[config.mk]
export PLATFORM = sky130hd
export DESIGN_NAME = crc16_decode
export DESIGN_NICKNAME = d
export VERILOG_FILES = /design/src/rtl/crc16_decode.sv
export SDC_FILE = /design/constraint.sdc
export NUM_CORES = 1
export LEC_CHECK = 0
export ABC_AREA = 0
export BUFFER_PORTS_ARGS = -buffer_cell sky130_fd_sc_hd__buf_2
export CORE_MARGIN = 4
export CORE_UTILIZATION = 55
export DETAILED_ROUTE_END_ITERATION = 8
export GPL_TIMING_DRIVEN = 0
export PLACE_DENSITY_LB_ADDON = 0.12
export SYNTH_ARGS = -nofsm -noshare
export SYNTH_HDL_FRONTEND = slang
export SYNTH_SLANG_ARGS = --single-unit
[constraint.sdc]
create_clock -name clock -period 3.65 [get_ports clock]
set_input_delay 0.73 -clock clock [delete_from_list [all_inputs] [get_ports clock]]
set_output_delay 0.73 -clock clock [all_outputs]
set_load 0.01 [all_outputs]
[src/rtl/crc16_decode.sv]
// crc16_decode: serial USB-style packet receiver. Captures PID plus data bits,
// checks the trailing CRC16 against the fixed residual, and reports the
// result as a one-cycle pkt_valid or crc_error pulse.
module crc16_decode #(
    parameter int PKT_LEN = 72,
    parameter int PID_LEN = 8
) (
    input  logic               clock,
    input  logic               reset_n,
    input  logic               rx_start,
    input  logic               in_bit,
    input  logic               in_valid,
    input  logic               eop,
    output logic [PKT_LEN-1:0] pkt_out,
    output logic               pkt_valid,
    output logic               crc_error,
    output logic               busy
);

    typedef enum logic [1:0] {
        IDLE  = 2'd0,
        PID   = 2'd1,
        DATA  = 2'd2,
        CHECK = 2'd3
    } state_t;

    localparam logic [6:0]  PID_CNT  = 7'(PID_LEN);
    localparam logic [6:0]  PKT_CNT  = 7'(PKT_LEN);
    localparam logic [6:0]  FULL_CNT = 7'(PKT_LEN + 16);
    localparam logic [6:0]  CNT_MAX  = 7'd127;
    localparam logic [15:0] CRC_INIT = 16'hFFFF;
    localparam logic [15:0] RESIDUAL = 16'b1000_0000_0000_1101;

    state_t             state;
    logic [6:0]         bit_cnt;
    logic [15:0]        x;
    logic [PKT_LEN-1:0] capture;

    logic               accept;
    logic               fb;
    logic [6:0]         cnt_next;
    logic [15:0]        x_next;
    logic               good;

    // Next-value view of counter and CRC, so a bit arriving together with
    // eop is already included when the packet is judged.
    always_comb begin
        accept   = in_valid && ((state == PID) || (state == DATA));
        fb       = in_bit ^ x[15];
        cnt_next = bit_cnt;
        x_next   = x;
        if (accept) begin
            cnt_next = (bit_cnt == CNT_MAX) ? CNT_MAX : bit_cnt + 7'd1;
            // PID bits are counted and captured but never enter the CRC.
            if (state == DATA) begin
                x_next = {x[14] ^ fb, x[13:2], x[1] ^ fb, x[0], fb};
            end
        end
        good = (cnt_next == FULL_CNT) && (x_next == RESIDUAL);
    end

    // Receive FSM with registered Moore outputs.
    // NOTE: every register here uses <= so all of them update from the same
    // pre-edge values; a blocking = would let later lines see half-updated state.
    always_ff @(posedge clock or negedge reset_n) begin
        if (!reset_n) begin
            state     <= IDLE;
            bit_cnt   <= '0;
            x         <= CRC_INIT;
            capture   <= '0;
            pkt_out   <= '0;
            pkt_valid <= 1'b0;
            crc_error <= 1'b0;
            busy      <= 1'b0;
        end else begin
            pkt_valid <= 1'b0;
            crc_error <= 1'b0;
            if (rx_start) begin
                // A new SYNC always wins, aborting whatever was in flight.
                state   <= PID;
                bit_cnt <= '0;
                x       <= CRC_INIT;
                capture <= '0;
                busy    <= 1'b1;
            end else begin
                case (state)
                    IDLE: begin
                        busy <= 1'b0;
                    end
                    PID, DATA: begin
                        bit_cnt <= cnt_next;
                        x       <= x_next;
                        if (accept && (bit_cnt < PKT_CNT)) begin
                            capture[bit_cnt] <= in_bit;
                        end
                        if (eop) begin
                            state <= CHECK;
                            busy  <= 1'b0;
                            if (good) begin
                                // A good packet ends on a CRC bit, so capture
                                // is already complete at this edge.
                                pkt_valid <= 1'b1;
                                pkt_out   <= capture;
                            end else begin
                                crc_error <= 1'b1;
                            end
                        end else if ((state == PID) && accept && (cnt_next == PID_CNT)) begin
                            state <= DATA;
                        end
                    end
                    CHECK: begin
                        state <= IDLE;
                        busy  <= 1'b0;
                    end
                    default: begin
                        state <= IDLE;
                        busy  <= 1'b0;
                    end
                endcase
            end
        end
    end

endmodule

==> impl_metrics.env, run 1 <==
export IMPL_grt_max_degree=112
export IMPL_skew_ns=0.00858
export IMPL_yosysTopAreaCell="dfrtp_1"
export IMPL_synth_async_reset_ratio_pct=100
export IMPL_design_area_um2=8860
export IMPL_drive_above_1_share_pct=22.6
export IMPL_power_density_nw_per_um2=466
export IMPL_p_comb_share_pct=10.8
export IMPL_core_region_area_um2=13400
export IMPL_dieArea_um2=15800
export IMPL_vias_per_cell=5.76
export IMPL_power_mw=4.13
export IMPL_antenna_found_initial=0
export IMPL_synth_ff_type="dfrtp_1"
export IMPL_postSynthCellCount=749
export IMPL_path_class="flop to flop"
export IMPL_row_count=42
export IMPL_setup_violations=0
export IMPL_cts_clk_slew_worst_paths_ns=0.06
export IMPL_first_pass_iters=5
export IMPL_gp_congestion=0.865
export IMPL_end_kind="flop"
export IMPL_grt_pass1_wl_mm=31.2
export IMPL_holdBufCountCts=0
export IMPL_final_nets=859
export IMPL_dpl_hpwl_mm=13.1
export IMPL_final_common_cell="nand2_1"
export IMPL_p_int_mw=3.07
export IMPL_fin_crit_sh_pct=94.6
export IMPL_grt_ovfl_total=0
export IMPL_cts_path_max_buffers=2
export IMPL_yosysUniqueCellTypes=46
export IMPL_grt_pass1_vias=6051
export IMPL_power_frac_seq_pct=48.5
export IMPL_switching_share_pct=25.8
export IMPL_fill_cells=1098
export IMPL_p_sw_mw=1.06
export IMPL_clockRootBuffer="clkbuf_16"
export IMPL_synthTopCellsByArea="dfrtp_1, nand2_1, mux2_2, dfstp_2, nand3_1"
export IMPL_dieHeight_um=126
export IMPL_clock_sinks=172
export IMPL_initial_core_util_pct=56.8
export IMPL_cts_tree="built"
export IMPL_max_slew_margin_pct=37.1
export IMPL_setup_ws_ns=0.199
export IMPL_grt_use_total_pct=24.6
export IMPL_antenna_left=0
export IMPL_clkPwrFrac_pct=40.8
export IMPL_p_leak_nw=4.10
export IMPL_synth_area_per_cell_um2=10.2
export IMPL_hp_class="primary input to async pin"
export IMPL_dpl_cell_area_um2=8290
export IMPL_pin_count=81
export IMPL_cts_max_level=4
export IMPL_yosysWarningCount=0
export IMPL_synth_seq_cells=172
export IMPL_post_drt_wl_per_cell_um=18.1
export IMPL_vdd_drop_max_mv=0.330
export IMPL_slew_viol_final=0
export IMPL_crit_path_start_kind="flop"
export IMPL_status="finished, final reports clean"
export IMPL_cp_data_arrival_time_ns=3.73
export IMPL_yosys_area_top_type_share_pct=51.3
export IMPL_hold_slack_ns=0.227
export IMPL_hold_violations=0
export IMPL_numCtsBuffers=17
export IMPL_maxCapViolCount=0
export IMPL_antenna_cells=0
export IMPL_clock_fmax_ghz=0.290
export IMPL_crit_fanout=10
export IMPL_die_x_um=126
export IMPL_worst_endpoint_required_ns=3.93
export IMPL_drc=0
export IMPL_rsz0062_at_grt="no"
export IMPL_drt_iter0_markers=599
export IMPL_ys_seq_area_share_pct=56.8
export IMPL_pre_cts_slack_ns=-0.102
export IMPL_clk_latency_ns=0.42
export IMPL_vias=5958
export IMPL_synthesis_nets=759
export IMPL_min_period_ns=3.45
export IMPL_syn2layout_area_growth_pct=16.3
export IMPL_routed_wl_mm=18.7
export IMPL_synth_edf_count=0
export IMPL_final_cell_mix="nand2_1, dfrtp_1, buf_2, nand3_1, a21oi_1"
export IMPL_synth_cell_area_um2=7610
export IMPL_worstMarginPinSlew_ns=0.937
export IMPL_port_buffers=79
-- repair_timing --
| item | in CTS | in global routing |
|---|---|---|
| buffers inserted | 1 | 0 |
| resized for setup | 1 | 0 |
| hold endpoints to repair | 0 | 0 |
| endpoints found under the setup margin | 76 | 0 |
-- final timing paths --
kind,startpoint,to,slack (ns),cells after the start
max,state[0]$_DFFE_PN0P_,capture[28]$_DFFE_PN0P_,0.20,10
min,reset_n,capture[68]$_DFFE_PN0P_,0.23,1
max reg2reg,state[0]$_DFFE_PN0P_,capture[28]$_DFFE_PN0P_,0.20,10
min reg2reg,busy$_DFFE_PN0P_,busy$_DFFE_PN0P_,0.47,2
max in group asynchronous,reset_n,pkt_out[19]$_DFFE_PN0P_,2.55,2
min in group clock,busy$_DFFE_PN0P_,busy$_DFFE_PN0P_,0.47,2
-- per-stage QoR --
stage	TNS (ns)	utilization (%)	std cells
2_1_floorplan	0	-	749
3_3_place_gp	-101.38	61.4	1004
3_5_place_dp	-6.01	61.8	1005
4_1_cts	0	66.1	1035
5_1_grt	0	66.1	1035
6_report	0	66.1	1035
-- power groups by stage --
stage / Sequential [mW] / Clock [mW] / Combinational [mW]
after floorplan: 2.03 / 0 / 0.276
after global placement: 2.03 / 0 / 0.416
after detailed placement: 2.03 / 0 / 0.438
after CTS: 2.00 / 1.70 / 0.443
after global routing: 2.01 / 1.79 / 0.500
final: 2.00 / 1.68 / 0.444
-- final cells by class --
type                            count  area (um^2)  share of cell area [%]
Inverter                            6         22.5                   0.254
Clock inverter                      7         66.3                   0.748
Clock buffer                       22          474                    5.35
Tap cell                          176          220                    2.49
Sequential cell                   172         4320                    48.8
Timing Repair Buffer               81          453                    5.11
Multi-Input combinational cell    518         3050                    34.4
Buffer                             53          254                    2.87
-- worst max-delay path, stage by stage (launching register included) --
cell	delay (ns)
dfrtp_1	0.42
inv_1	0.06
ha_1	0.41
nand2b_1	0.25
buf_1	0.27
nor4b_2	0.80
nor2b_1	0.30
clkbuf_1	0.51
nand2_1	0.11
nand2_1	0.10
a21oi_1	0.07
-- layer usage --
layer  vias up  wire length [um]  GRT usage [%]
met1      2973              8430           34.9
met2       172              9040           39.2
met5         -                 0              0
met3        25               928           4.28
li1       2788                 -              -
met4         0               280           7.33
-- synth_stat cells (all sizes together) (5+ instances only) --
cell,number
a21oi,76
buf,11
clkbuf,42
dfrtp,156
dfstp,16
inv,5
mux2,72
nand2,165
nand3,80
nand3b,5
nor2,30
nor2b,5
nor3,13
nor4,6
o21ai,15
or4,5
-- state kept, by name, indices dropped and copies added, names as in the netlist --
signal,count
bit_cnt,7
busy,1
capture,72
crc_error,1
pkt_out,72
pkt_valid,1
state,2
x,16
-- kinds of logic (layout without fill, tap and decap cells) --
group / count (synthesis) / count (layout) / synth area share, %
adder cells (fa/ha/maj): 4 / 4 / 0.657
buffers and inverters: 59 / 169 / 3.63
XOR/XNOR: 6 / 6 / 0.690
AND/OR/NAND/NOR: 328 / 328 / 19.7
flip-flops: 172 / 172 / 56.8
multiplexers: 75 / 75 / 11.0
AO/OA/AOI/OAI: 105 / 105 / 7.49
Note: power is estimated with default switching activity, not from simulation.
==> run 2: changes to the inputs <==
CORE_UTILIZATION = 53   (was 55)
clock period = 2.95 ns   (was 3.65 ns; I/O delays follow)
==> impl_metrics.env, run 2 (synthesized netlist as in run 1, its figures left out) <==
export IMPL_fill_cells=1045
export IMPL_end_kind="flop"
export IMPL_p_comb_share_pct=11.9
export IMPL_core_region_area_um2=14000
export IMPL_pin_count=81
export IMPL_r2r_end="pkt_out[34]$_DFFE_PN0P_"
export IMPL_crit_path_start_kind="flop"
export IMPL_r2r_start="state[0]$_DFFE_PN0P_"
export IMPL_antenna_found_initial=0
export IMPL_clkPwrFrac_pct=44.4
export IMPL_numCtsBuffers=17
export IMPL_min_period_ns=2.97
export IMPL_skew_ns=0.00600
export IMPL_dieHeight_um=128
export IMPL_vdd_drop_max_mv=0.350
export IMPL_cts_tree="built"
export IMPL_grtUsageMet3_pct=4.67
export IMPL_gp_congestion=0.878
export IMPL_power_mw=5.67
export IMPL_drc=0
export IMPL_holdBufCountCts=0
export IMPL_port_buffers=79
export IMPL_cts_path_max_buffers=2
export IMPL_p_leak_nw=4.40
export IMPL_post_drt_wl_per_cell_um=19.5
export IMPL_ff2ff_setup_slack_ns=-0.02
export IMPL_grt_pass1_wl_mm=31.6
export IMPL_final_cell_mix="nand2_1, dfrtp_1, nand3_1"
export IMPL_clockRootBuffer="clkbuf_16"
export IMPL_final_nets=881
export IMPL_setup_violations=12
export IMPL_final_common_cell="nand2_1"
export IMPL_switching_share_pct=25.7
export IMPL_rsz0062_at_grt="yes"
export IMPL_grt_max_degree=119
export IMPL_antenna_cells=0
export IMPL_cts_max_level=4
export IMPL_finalNonFillerCells=1064
export IMPL_antenna_left=0
export IMPL_crit_fanout=6
export IMPL_grt_ovfl_total=0
export IMPL_fin_crit_sh_pct=101
export IMPL_status="finished with violations"
export IMPL_dieArea_um2=16300
export IMPL_clock_fmax_ghz=0.337
export IMPL_largestRegisters="capture (72), pkt_out (72), x (16)"
export IMPL_grtUsageMet1_pct=35.0
export IMPL_worst_endpoint_required_ns=3.26
export IMPL_vias_per_cell=5.72
export IMPL_worstMarginPinSlew_ns=0.958
export IMPL_grt_use_total_pct=24.5
export IMPL_dpl_cell_area_um2=8320
export IMPL_design_area_um2=9710
export IMPL_power_frac_seq_pct=43.7
export IMPL_maxCapViolCount=0
export IMPL_max_slew_margin_pct=35.7
export IMPL_hp_class="primary input to async pin"
export IMPL_row_count=43
export IMPL_first_pass_iters=5
export IMPL_initial_core_util_pct=54.4
export IMPL_drive_above_1_share_pct=28.8
export IMPL_hold_violations=0
export IMPL_p_sw_mw=1.46
export IMPL_dp_cells=1009
export IMPL_clk_latency_ns=0.43
export IMPL_setup_ws_ns=-0.0180
export IMPL_path_class="flop to flop"
export IMPL_grt_busiest_layer="met2"
export IMPL_routed_wl_mm=20.7
export IMPL_violations="negative setup slack"
export IMPL_met2_usage_pct=38.6
export IMPL_die_x_um=128
export IMPL_fin_tns_setup_ns=-0.0727
export IMPL_drt_iter0_markers=526
export IMPL_syn2layout_area_growth_pct=27.5
export IMPL_slew_viol_final=0
export IMPL_dpl_hpwl_mm=12.9
export IMPL_clock_sinks=172
export IMPL_p_int_mw=4.21
export IMPL_vias=6088
export IMPL_grt_pass1_vias=5988
export IMPL_cp_data_arrival_time_ns=3.28
export IMPL_cts_clk_slew_worst_paths_ns=0.07
export IMPL_power_density_nw_per_um2=585
export IMPL_reg2regPathDepth=11
## run 2: changes by cell type in the layout (fill, tap and decap cells not counted), moves of 4 or more
cell	previous run	this run
buf_4	0	12
clkbuf_16	17	26
mux2_2	55	6
buf_12	1	8
mux2_1	17	1
clkbuf_2	0	7
bufinv_16	1	5
buf_6	7	2
clkbuf_1	44	36
mux2_4	0	65
## run 2: worst max-delay path by stage
stage / startpoint / cells past startpoint / endpoint
after floorplan: state[1]$_DFFE_PN0P_ / 8 / pkt_out[10]$_DFFE_PN0P_
after global placement: reset_n / 1 / pkt_out[16]$_DFFE_PN0P_
after detailed placement: in_bit / 8 / pkt_out[37]$_DFFE_PN0P_
after CTS: state[0]$_DFFE_PN0P_ / 10 / capture[16]$_DFFE_PN0P_
after global routing: state[0]$_DFFE_PN0P_ / 12 / pkt_out[34]$_DFFE_PN0P_
final: state[0]$_DFFE_PN0P_ / 11 / pkt_out[34]$_DFFE_PN0P_
## run 2: final cells by class
cell class / count / area (um^2) / share of cell area (%)
clock buffers: 19 / 453 / 4.67
repair buffers: 103 / 779 / 8.03
multi-input cells: 518 / 3360 / 34.6
inverters: 6 / 22.5 / 0.232
well taps: 180 / 225 / 2.32
plain buffers: 53 / 330 / 3.40
flip-flops and latches: 172 / 4330 / 44.6
clock inverters: 13 / 213 / 2.19
## run 2: metal layers
metal | wire length [um] | part of all wire, %
met3 | 1210 | 5.8
met5 | 0 | 0
met1 | 9190 | 44
met2 | 10000 | 48
met4 | 329 | 1.6
## run 2: worst max-delay path, cell delays in order, from the launching register on
cell and delay [ns]:
dfrtp_2 0.45, inv_2 0.08, ha_4 0.22, nand3b_1 0.23
nor2_2 0.16, xnor2_2 0.10, or4_4 0.53, nor4_4 0.23
buf_6 0.18, buf_12 0.17, clkbuf_16 0.17, mux2_4 0.30
## run 2: through the flow
stage               hold slack (ns)  utilization (%)  worst slack (ns)
finish                       0.0638             69.4           -0.0180
global route                 0.0914             69.4            -0.101
CTS                          0.0844             64.6            -0.207
detailed placement            0.471             59.5            -0.834
global placement              0.459             59.1             -1.22
floorplan                     0.294                -           0.00823
## run 2: timing repair
action                                  4_1_cts  5_1_grt
gates resized for setup                       6       95
gates cloned                                  0        9
setup buffers                                 1       13
endpoints found under the setup margin       90       96
pin swaps                                     1        7
## run 2: power by group through the flow
stage                     logic (mW)  registers [mW]  clock network, mW
after floorplan                0.358            2.51                  0
after global placement         0.533            2.52                  0
after detailed placement       0.563            2.52                  0
after CTS                      0.588            2.48               2.52
after global routing           0.739            2.49               2.65
final                          0.675            2.48               2.52
